## config.mk

```make
export PLATFORM = sky130hd
export DESIGN_NAME = cpu_sequencer
export DESIGN_NICKNAME = d
export VERILOG_FILES = /design/src/rtl/cpu_sequencer_pkg.sv /design/src/rtl/cpu_seq_classify.sv /design/src/rtl/cpu_sequencer.sv
export SDC_FILE = /design/constraint.sdc
export NUM_CORES = 1
export LEC_CHECK = 0
export ABC_AREA = 1
export CAP_MARGIN = 25
export CORE_AREA = 8 8 45 47
export DETAILED_ROUTE_END_ITERATION = 16
export DIE_AREA = 0 0 53 55
export DONT_BUFFER_PORTS = 1
export MAX_ROUTING_LAYER = met4
export SLEW_MARGIN = 25
export SYNTH_ARGS = -nofsm -noshare
export SYNTH_HDL_FRONTEND = slang
export SYNTH_SLANG_ARGS = --single-unit
```

## constraint.sdc

```tcl
create_clock -name clk -period 1.28 [get_ports clk]
set_input_delay 0.192 -clock clk [delete_from_list [all_inputs] [get_ports clk]]
set_output_delay 0.192 -clock clk [all_outputs]
set_load 0.02 [all_outputs]
```

## src/rtl/cpu_sequencer_pkg.sv

```systemverilog
// rtl/cpu_sequencer_pkg.sv - state encodings and opcode class constants for the WF8 sequencer
package cpu_sequencer_pkg;

    typedef enum logic [2:0] {
        SEQ_IDLE   = 3'd0,
        SEQ_FETCH  = 3'd1,
        SEQ_DECODE = 3'd2,
        SEQ_IMMF   = 3'd3,
        SEQ_EXEC   = 3'd4,
        SEQ_MEM    = 3'd5
    } seq_state_t;

    // Compared against opcode[4:1]; JMPI is a full 5-bit match.
    localparam logic [3:0] OP_LB     = 4'b1001;
    localparam logic [3:0] OP_SB     = 4'b1010;
    localparam logic [3:0] OP_JMPADR = 4'b1011;
    localparam logic [4:0] OP_JMPI   = 5'b11000;

    typedef struct packed {
        logic imm;
        logic lb;
        logic sb;
        logic jmpadr;
        logic jmpi;
        logic br;
        logic rfw;
    } op_class_t;

endpackage

```

## src/rtl/cpu_seq_classify.sv

```systemverilog
// rtl/cpu_seq_classify.sv - combinational opcode to instruction-class decode
module cpu_seq_classify
    import cpu_sequencer_pkg::*;
(
    input  logic [4:0] opcode,
    output op_class_t  cls
);

    always_comb begin
        cls        = '0;
        cls.imm    = (opcode[4] & opcode[3]) | (~opcode[4] & ~opcode[3] & opcode[1]);
        cls.lb     = (opcode[4:1] == OP_LB);
        cls.sb     = (opcode[4:1] == OP_SB);
        cls.jmpadr = (opcode[4:1] == OP_JMPADR);
        cls.jmpi   = (opcode == OP_JMPI);
        cls.br     = (opcode[4:3] == 2'b11) && (opcode != OP_JMPI);
        cls.rfw    = (~opcode[4] | (opcode[4:2] == 3'b100)) & ~cls.lb;
    end

endmodule

```

## src/rtl/cpu_sequencer.sv

```systemverilog
// rtl/cpu_sequencer.sv - multi-cycle fetch/immediate/execute/memory sequencer for the WF8 core
module cpu_sequencer
    import cpu_sequencer_pkg::*;
#(
    parameter int MAX_WAIT = 15
) (
    input  logic       clk,
    input  logic       rst_n,
    input  logic       run,
    input  logic [4:0] opcode,
    input  logic       branch_taken,
    input  logic       mem_ack,
    output logic       mem_req,
    output logic       mem_we,
    output logic       mem_addr_sel,
    output logic       ir_load,
    output logic       imm_load,
    output logic       pc_inc,
    output logic       pc_load,
    output logic       rf_write_en,
    output logic       instr_done,
    output logic       busy,
    output logic       mem_timeout
);

    localparam int                CNT_W    = (MAX_WAIT < 2) ? 1 : $clog2(MAX_WAIT + 1);
    localparam logic [CNT_W-1:0]  WAIT_LIM = CNT_W'(MAX_WAIT);
    localparam logic [CNT_W-1:0]  WAIT_PRE = CNT_W'(MAX_WAIT - 1);
    localparam bit                CHECK_EN = (MAX_WAIT != 0);

    seq_state_t       state, state_next;
    op_class_t        cls;
    logic [CNT_W-1:0] wait_cnt;

    cpu_seq_classify u_classify (
        .opcode (opcode),
        .cls    (cls)
    );

    always_ff @(posedge clk or negedge rst_n) begin
        if (!rst_n) begin
            state <= SEQ_IDLE;
        end else begin
            state <= state_next;
        end
    end

    // Counter only moves while a transfer is outstanding; the transfer keeps waiting past the limit.
    always_ff @(posedge clk or negedge rst_n) begin
        if (!rst_n) begin
            wait_cnt    <= '0;
            mem_timeout <= 1'b0;
        end else if (mem_req) begin
            if (mem_ack) begin
                wait_cnt <= '0;
            end else begin
                if (wait_cnt != WAIT_LIM) begin
                    wait_cnt <= wait_cnt + 1'b1;
                end
                if (CHECK_EN && (wait_cnt == WAIT_PRE)) begin
                    mem_timeout <= 1'b1;
                end
            end
        end
    end

    always_comb begin
        state_next   = state;
        mem_req      = 1'b0;
        mem_we       = 1'b0;
        mem_addr_sel = 1'b0;
        ir_load      = 1'b0;
        imm_load     = 1'b0;
        pc_inc       = 1'b0;
        pc_load      = 1'b0;
        rf_write_en  = 1'b0;
        instr_done   = 1'b0;
        busy         = (state != SEQ_IDLE);

        case (state)
            SEQ_IDLE: begin
                if (run) begin
                    state_next = SEQ_FETCH;
                end
            end
            SEQ_FETCH: begin
                mem_req = 1'b1;
                if (mem_ack) begin
                    ir_load    = 1'b1;
                    pc_inc     = 1'b1;
                    state_next = SEQ_DECODE;
                end
            end
            SEQ_DECODE: begin
                state_next = cls.imm ? SEQ_IMMF : SEQ_EXEC;
            end
            SEQ_IMMF: begin
                mem_req = 1'b1;
                if (mem_ack) begin
                    imm_load   = 1'b1;
                    pc_inc     = 1'b1;
                    state_next = SEQ_EXEC;
                end
            end
            SEQ_EXEC: begin
                if (cls.lb | cls.sb) begin
                    state_next = SEQ_MEM;
                end else begin
                    rf_write_en = cls.rfw;
                    pc_load     = cls.jmpi | cls.jmpadr | (cls.br & branch_taken);
                    instr_done  = 1'b1;
                    state_next  = SEQ_IDLE;
                end
            end
            SEQ_MEM: begin
                mem_req      = 1'b1;
                mem_addr_sel = 1'b1;
                mem_we       = cls.sb;
                if (mem_ack) begin
                    rf_write_en = cls.lb;
                    instr_done  = 1'b1;
                    state_next  = SEQ_IDLE;
                end
            end
            default: begin
                state_next = SEQ_IDLE;
            end
        endcase
    end

endmodule
```

# Word level (Yosys, flattened, before mapping)
# Cells that the tools add are included.
[word_totals]
out_inout_bits = 11
register_bits = 8
in_bits = 10
wordCells = 68
[classes]
eq_ne = 18
n_reduce_logical = 9
n_bitwise = 14
n_addsub = 1
mux = 23
[ops]
columns = ["op", "n"]
rows = [
  ["3-bit two-way mux", 6],
  ["3-bit one-hot mux with 6 select lines", 1],
  ["4-bit equality test, second input constant", 4],
  ["1-bit two-way mux", 12],
  ["3-bit equality test, second input constant", 3],
  ["4-bit two-way mux", 2],
  ["2-bit inequality test, second input constant", 4],
  ["3-bit by 2-bit equality test with 1-bit output, second input constant", 2],
  ["1-bit bitwise AND", 5],
  ["5-bit equality test, second input constant", 1],
  ["5-bit inequality test, second input constant", 1],
  ["1-bit bitwise OR", 5],
  ["4-bit by 1-bit adder with 4-bit output, second input constant", 1],
  ["4-bit inequality test, second input constant", 1],
  ["1-bit inverter", 4],
  ["1-bit one-hot mux with 2 select lines", 2],
  ["4-bit AND reduction", 1],
  ["3-bit by 1-bit equality test with 1-bit output, second input constant", 1],
  ["3-bit logical NOT", 1],
  ["3-bit AND reduction", 1],
  ["3-bit nonzero test", 1],
  ["3-bit OR reduction", 1],
  ["2-bit equality test, second input constant", 1],
  ["2-bit AND reduction", 1],
  ["3 further kinds", 3],
]

# Logic depth before layout (Yosys ltp)
[depth]
depth_word = 6
ltp_mapped = 8
depth_no_buf = 8

# By module
# From an unflattened synthesis, not the netlist that was laid out.
[hier_totals]
hier_cells = 100
area_unflattened_um2 = 649.4
[modules_own_cells]
columns = ["module", "area_per_inst_um2", "n_inst", "cells_each", "seq_area_each_um2"]
rows = [
  ["cpu_sequencer", 575.6, 1, 82, 200.2],
  ["cpu_seq_classify", 73.8, 1, 18, 0.0],
]

# Worst setup path after synthesis
# No wires, ideal clock.
[synth_path]
path_type = "reg2out"
startpoint = "register state[1]"
endpoint = "output port rf_write_en"
path_buffers = 0
arrival_ns = 1.230
setup_slack_ns = -0.142
required_ns = 1.088
stages_incl_launch_ff = 6
path_cell_list = "dfrtp_1 inv_1 nand3_1 inv_1 nand2_1 o22ai_1"
[synth_between]
elab_chain_len = 2
word_cells_on_any_way = 3
classes_between = "2 x eq/ne; 1 x mux"
[synth_lines]
columns = ["element", "line", "text"]
rows = [
  ["from (decl)", "cpu_sequencer.sv:31", "seq_state_t state, state_next;"],
  ["from (signal assigned)", "cpu_sequencer.sv:44", "state <= state_next;"],
  ["3-bit equality test", "cpu_sequencer.sv:80", "case (state)"],
  ["1-bit one-hot mux with 2 select lines *", "cpu_sequencer.sv:80", ""],
  ["to (decl)", "cpu_sequencer.sv:20", "output logic rf_write_en,"],
]
# Mark *: on every way between the ends. The rest lies on a longest branch, timed or not.

# Worst setup path in the final report
[layout_path]
startpoint = "register state[0]"
endpoint = "output port instr_done"
[layout_between]
elab_chain_len = 2
word_cells_on_any_way = 3
classes_between = "2 x eq/ne; 1 x mux"
[layout_lines]
columns = ["element", "line", "text"]
rows = [
  ["3-bit equality test", "cpu_sequencer.sv:80", ""],
  ["1-bit one-hot mux with 2 select lines *", "cpu_sequencer.sv:80", ""],
  ["to (decl)", "cpu_sequencer.sv:21", "output logic instr_done,"],
]
# Marks and branches as above.

==> flow_metrics.tcl <==
set metrics [dict create \
    outcome "finished with violations" \
    violations "setup timing" \
    ys_warn_count 0 \
    fp-row-count 14 \
    htree_levels 1 \
    post-route-min-period_ns 1.49 \
    clk_pin_slew_ns 0.05 \
    synthSimpleGateAreaFrac_pct 37.1 \
    area_growth_pct 54.9 \
    synth_compound_area_share_pct 16.4 \
    avgSynthCellArea_um2 6.64 \
    die_h_um 55 \
    reg2reg_depth 7 \
    p_int_mw 1.10 \
    gp_congestion 0.803 \
    numPortBuffers 0 \
    drt_pass1_iterations 4 \
    p_switching_uw 970 \
    slew_headroom_pct 75.6 \
    cts_tree "yes" \
    dp.final_hpwl_um 1260 \
    num_vias 654 \
    rsz0062_at_grt "true" \
    r2r_slack_ns -0.07 \
    clockBufferDepth 2 \
    maxCapViolCount 0 \
    powerDensity_nw_per_um2 2210 \
    clkPwrFrac_pct 9.2 \
    seq_area_frac_synth_pct 33.1 \
    synthesis.area_um2 604 \
    cp-end-kind "output pin" \
    final_layout_size_suffix_gt1_share_pct 50.4 \
    crit_fanout 4 \
    worst_pin_slew_ns 0.364 \
    crit_path_start_kind "flip-flop" \
    clock_latency_ns 0.25 \
    vias_per_cell 5.07 \
    synth_top_family_by_area "simple AND/OR/NAND/NOR gates" \
    grt_pass1_vias 644 \
    io_pins 21 \
    antenna_found_initial 0 \
    finClkSkew_ns 0.00647 \
    synthXorXnorAreaFrac_pct 0 \
    grt_pass1_wl_um 2680 \
    seqPwrFrac_pct 21.9 \
    min_path_cells 1 \
    n_antenna_cell 0 \
    power_frac_comb_pct 68.9 \
    start_util_pct 43.7 \
    hold_path.class "in -> reg" \
    synthAdderAreaFrac_pct 4.14 \
    yosys_register_bits 8 \
    wire_per_inst_um 13.6 \
    maxSlewViolCount 0 \
    power_mw 2.07 \
    numCtsBuffers 3 \
    p_sw_share_pct 46.9 \
    crit_type "reg -> out" \
    finalHoldViolCount 0 \
    layout_setup_ws_ns -0.206 \
    grt_remaining_overflow 0 \
    die-area_um2 2920 \
    cts_root_buf "clkbuf_4" \
    placed_area_um2 728 \
    core-area_um2 1380 \
    fmax_mhz 673 \
    crit_required_ns 1.09 \
    die_w_um 53 \
    gr-usage-all-layers_pct 12.6 \
    drc 0 \
    peakVddDrop_v 0.00110 \
    yosysUniqueCellTypes 21 \
    finalSetupViolCount 17 \
    dr.first_iter.drc_count 9 \
    worst-endpoint-arrival_ns 1.29 \
    nNetsFinal 127 \
    finalCritPeriodShare_pct 116 \
    finalInstanceArea_um2 936 \
    grt_max_degree 9 \
    leakagePower_nw 0.466 \
    synth_cells 91 \
    syn-num-nets 103 \
    wirelength_um 1750 \
    detail-route-antenna-nets 0 \
    cts_num_sinks 8 \
    synthMuxAreaShare_pct 0 \
]
through the flow:
stage | instances | TNS, ns | hold slack (ns) | worst slack [ns] | utilization, %
detailed placement | 120 | 0 | -0.103 | 0.0324 | 52.6
CTS | 126 | -1.34 | 0.0447 | -0.175 | 59.7
floorplan | 91 | -0.0701 | -0.104 | -0.0412 | -
global route | 129 | -2.68 | 0.00602 | -0.269 | 67.6
global placement | 120 | 0 | -0.103 | 0.0631 | 52.6
finish | 129 | -1.65 | 0.0189 | -0.206 | 67.6
synthesized netlist by cell type:
| master | instances | share of area, % |
|---|---|---|
| ha_1 | 2 | 4.1 |
| o21ai_2 | 2 | 2.9 |
| clkinv_1 | 1 | 0.62 |
| a31oi_1 | 1 | 1.0 |
| nand3_1 | 9 | 7.5 |
| inv_2 | 1 | 0.62 |
| or2_2 | 1 | 1.0 |
| nand2_1 | 27 | 17 |
| a21oi_2 | 1 | 1.4 |
| inv_1 | 13 | 8.1 |
| a21oi_4 | 1 | 2.7 |
| a31o_2 | 1 | 1.4 |
| o22ai_1 | 1 | 1.0 |
| dfrtp_1 | 8 | 33 |
| o21bai_1 | 1 | 1.2 |
| o21ai_1 | 4 | 3.3 |
| nor2_1 | 10 | 6.2 |
| nand4_1 | 1 | 1.0 |
| nor3_1 | 3 | 2.5 |
| nand2_2 | 2 | 2.1 |
| o21a_1 | 1 | 1.2 |
state kept, by name, summed over array words and instances (netlist names):
name	cells
wait_cnt	4
state	3
mem_timeout	1
worst max-delay path, stage by stage, from the launching register on:
cell and delay, ns:
dfrtp_2 0.46, nor3_4 0.23, inv_2 0.09, o21ai_2 0.13
buf_6 0.13
final timing paths:
| kind | start | to |
|---|---|---|
| setup / recovery | state[0]$_DFFE_PN0P_ | instr_done |
| hold reg to reg | wait_cnt[3]$_DFFE_PN0P_ | wait_cnt[3]$_DFFE_PN0P_ |
| max in group asynchronous | rst_n | state[1]$_DFFE_PN0P_ |
| setup reg to reg | state[1]$_DFFE_PN0P_ | wait_cnt[0]$_DFFE_PN0P_ |
| hold / removal | mem_ack | state[1]$_DFFE_PN0P_ |
| min in group asynchronous | rst_n | wait_cnt[3]$_DFFE_PN0P_ |
timing repair:
action	CTS	global route
pin swaps	5	6
hold buffers	1	0
setup buffers	2	3
endpoints found under the hold margin	8	0
endpoints found under the setup margin	10	18
gates resized for setup	16	27
cells by family after synthesis:
| logic type | count (synthesis) |
|---|---|
| AOI/OAI and AO/OA | 13 |
| DFF | 8 |
| and+or+nand+nor | 53 |
| buffers and inverters | 15 |
| adders and majority gates | 2 |
power groups by stage:
| stage | combinational [mW] | sequential, mW | clock [mW] |
|---|---|---|---|
| floorplan | 0.607 | 0.433 | 0 |
| global placement | 0.939 | 0.416 | 0 |
| detailed placement | 0.959 | 0.418 | 0 |
| CTS | 1.11 | 0.442 | 0.197 |
| global route | 1.54 | 0.464 | 0.218 |
| finish | 1.42 | 0.453 | 0.190 |
final cells by class:
class / count / area, um^2
well taps: 16 / 20.0
multi-input cells: 68 / 449
flip-flops and latches: 8 / 203
repair buffers: 19 / 183
fillers: 108 / 448
clock buffers: 3 / 22.5
inverters: 15 / 58.8
layout by cell type, fill, tap and decap left out:
cell           instances
o21ai_1                1
nand2_1               18
a21oi_2                1
dlygate4sd3_1          1
ha_1                   2
or2_2                  1
o21ai_2                5
clkbuf_4               3
nor2_4                 1
inv_4                  1
nand2_2               10
a31o_2                 1
buf_4                  8
o21bai_1               1
nor3_1                 1
dfrtp_2                2
o22ai_4                1
o21a_1                 1
a21oi_4                1
nand4_1                1
inv_1                  7
nand3_2                2
dfrtp_1                6
buf_6                 10
a31oi_1                1
nor3_4                 2
nor2_1                 9
nand2_8                1
nand3_1                7
inv_2                  7
metal layers:
metal	wire, um	vias to the layer above	share of wire [%]	global-route usage [%]
met5	0	-	0	-
met2	781	20	45	20.5
met3	149	6	8.5	4.81
li1	-	337	-	-
met4	29	0	1.7	3.02
met1	793	291	45	14.2
(Power assumes the default switching activity.)
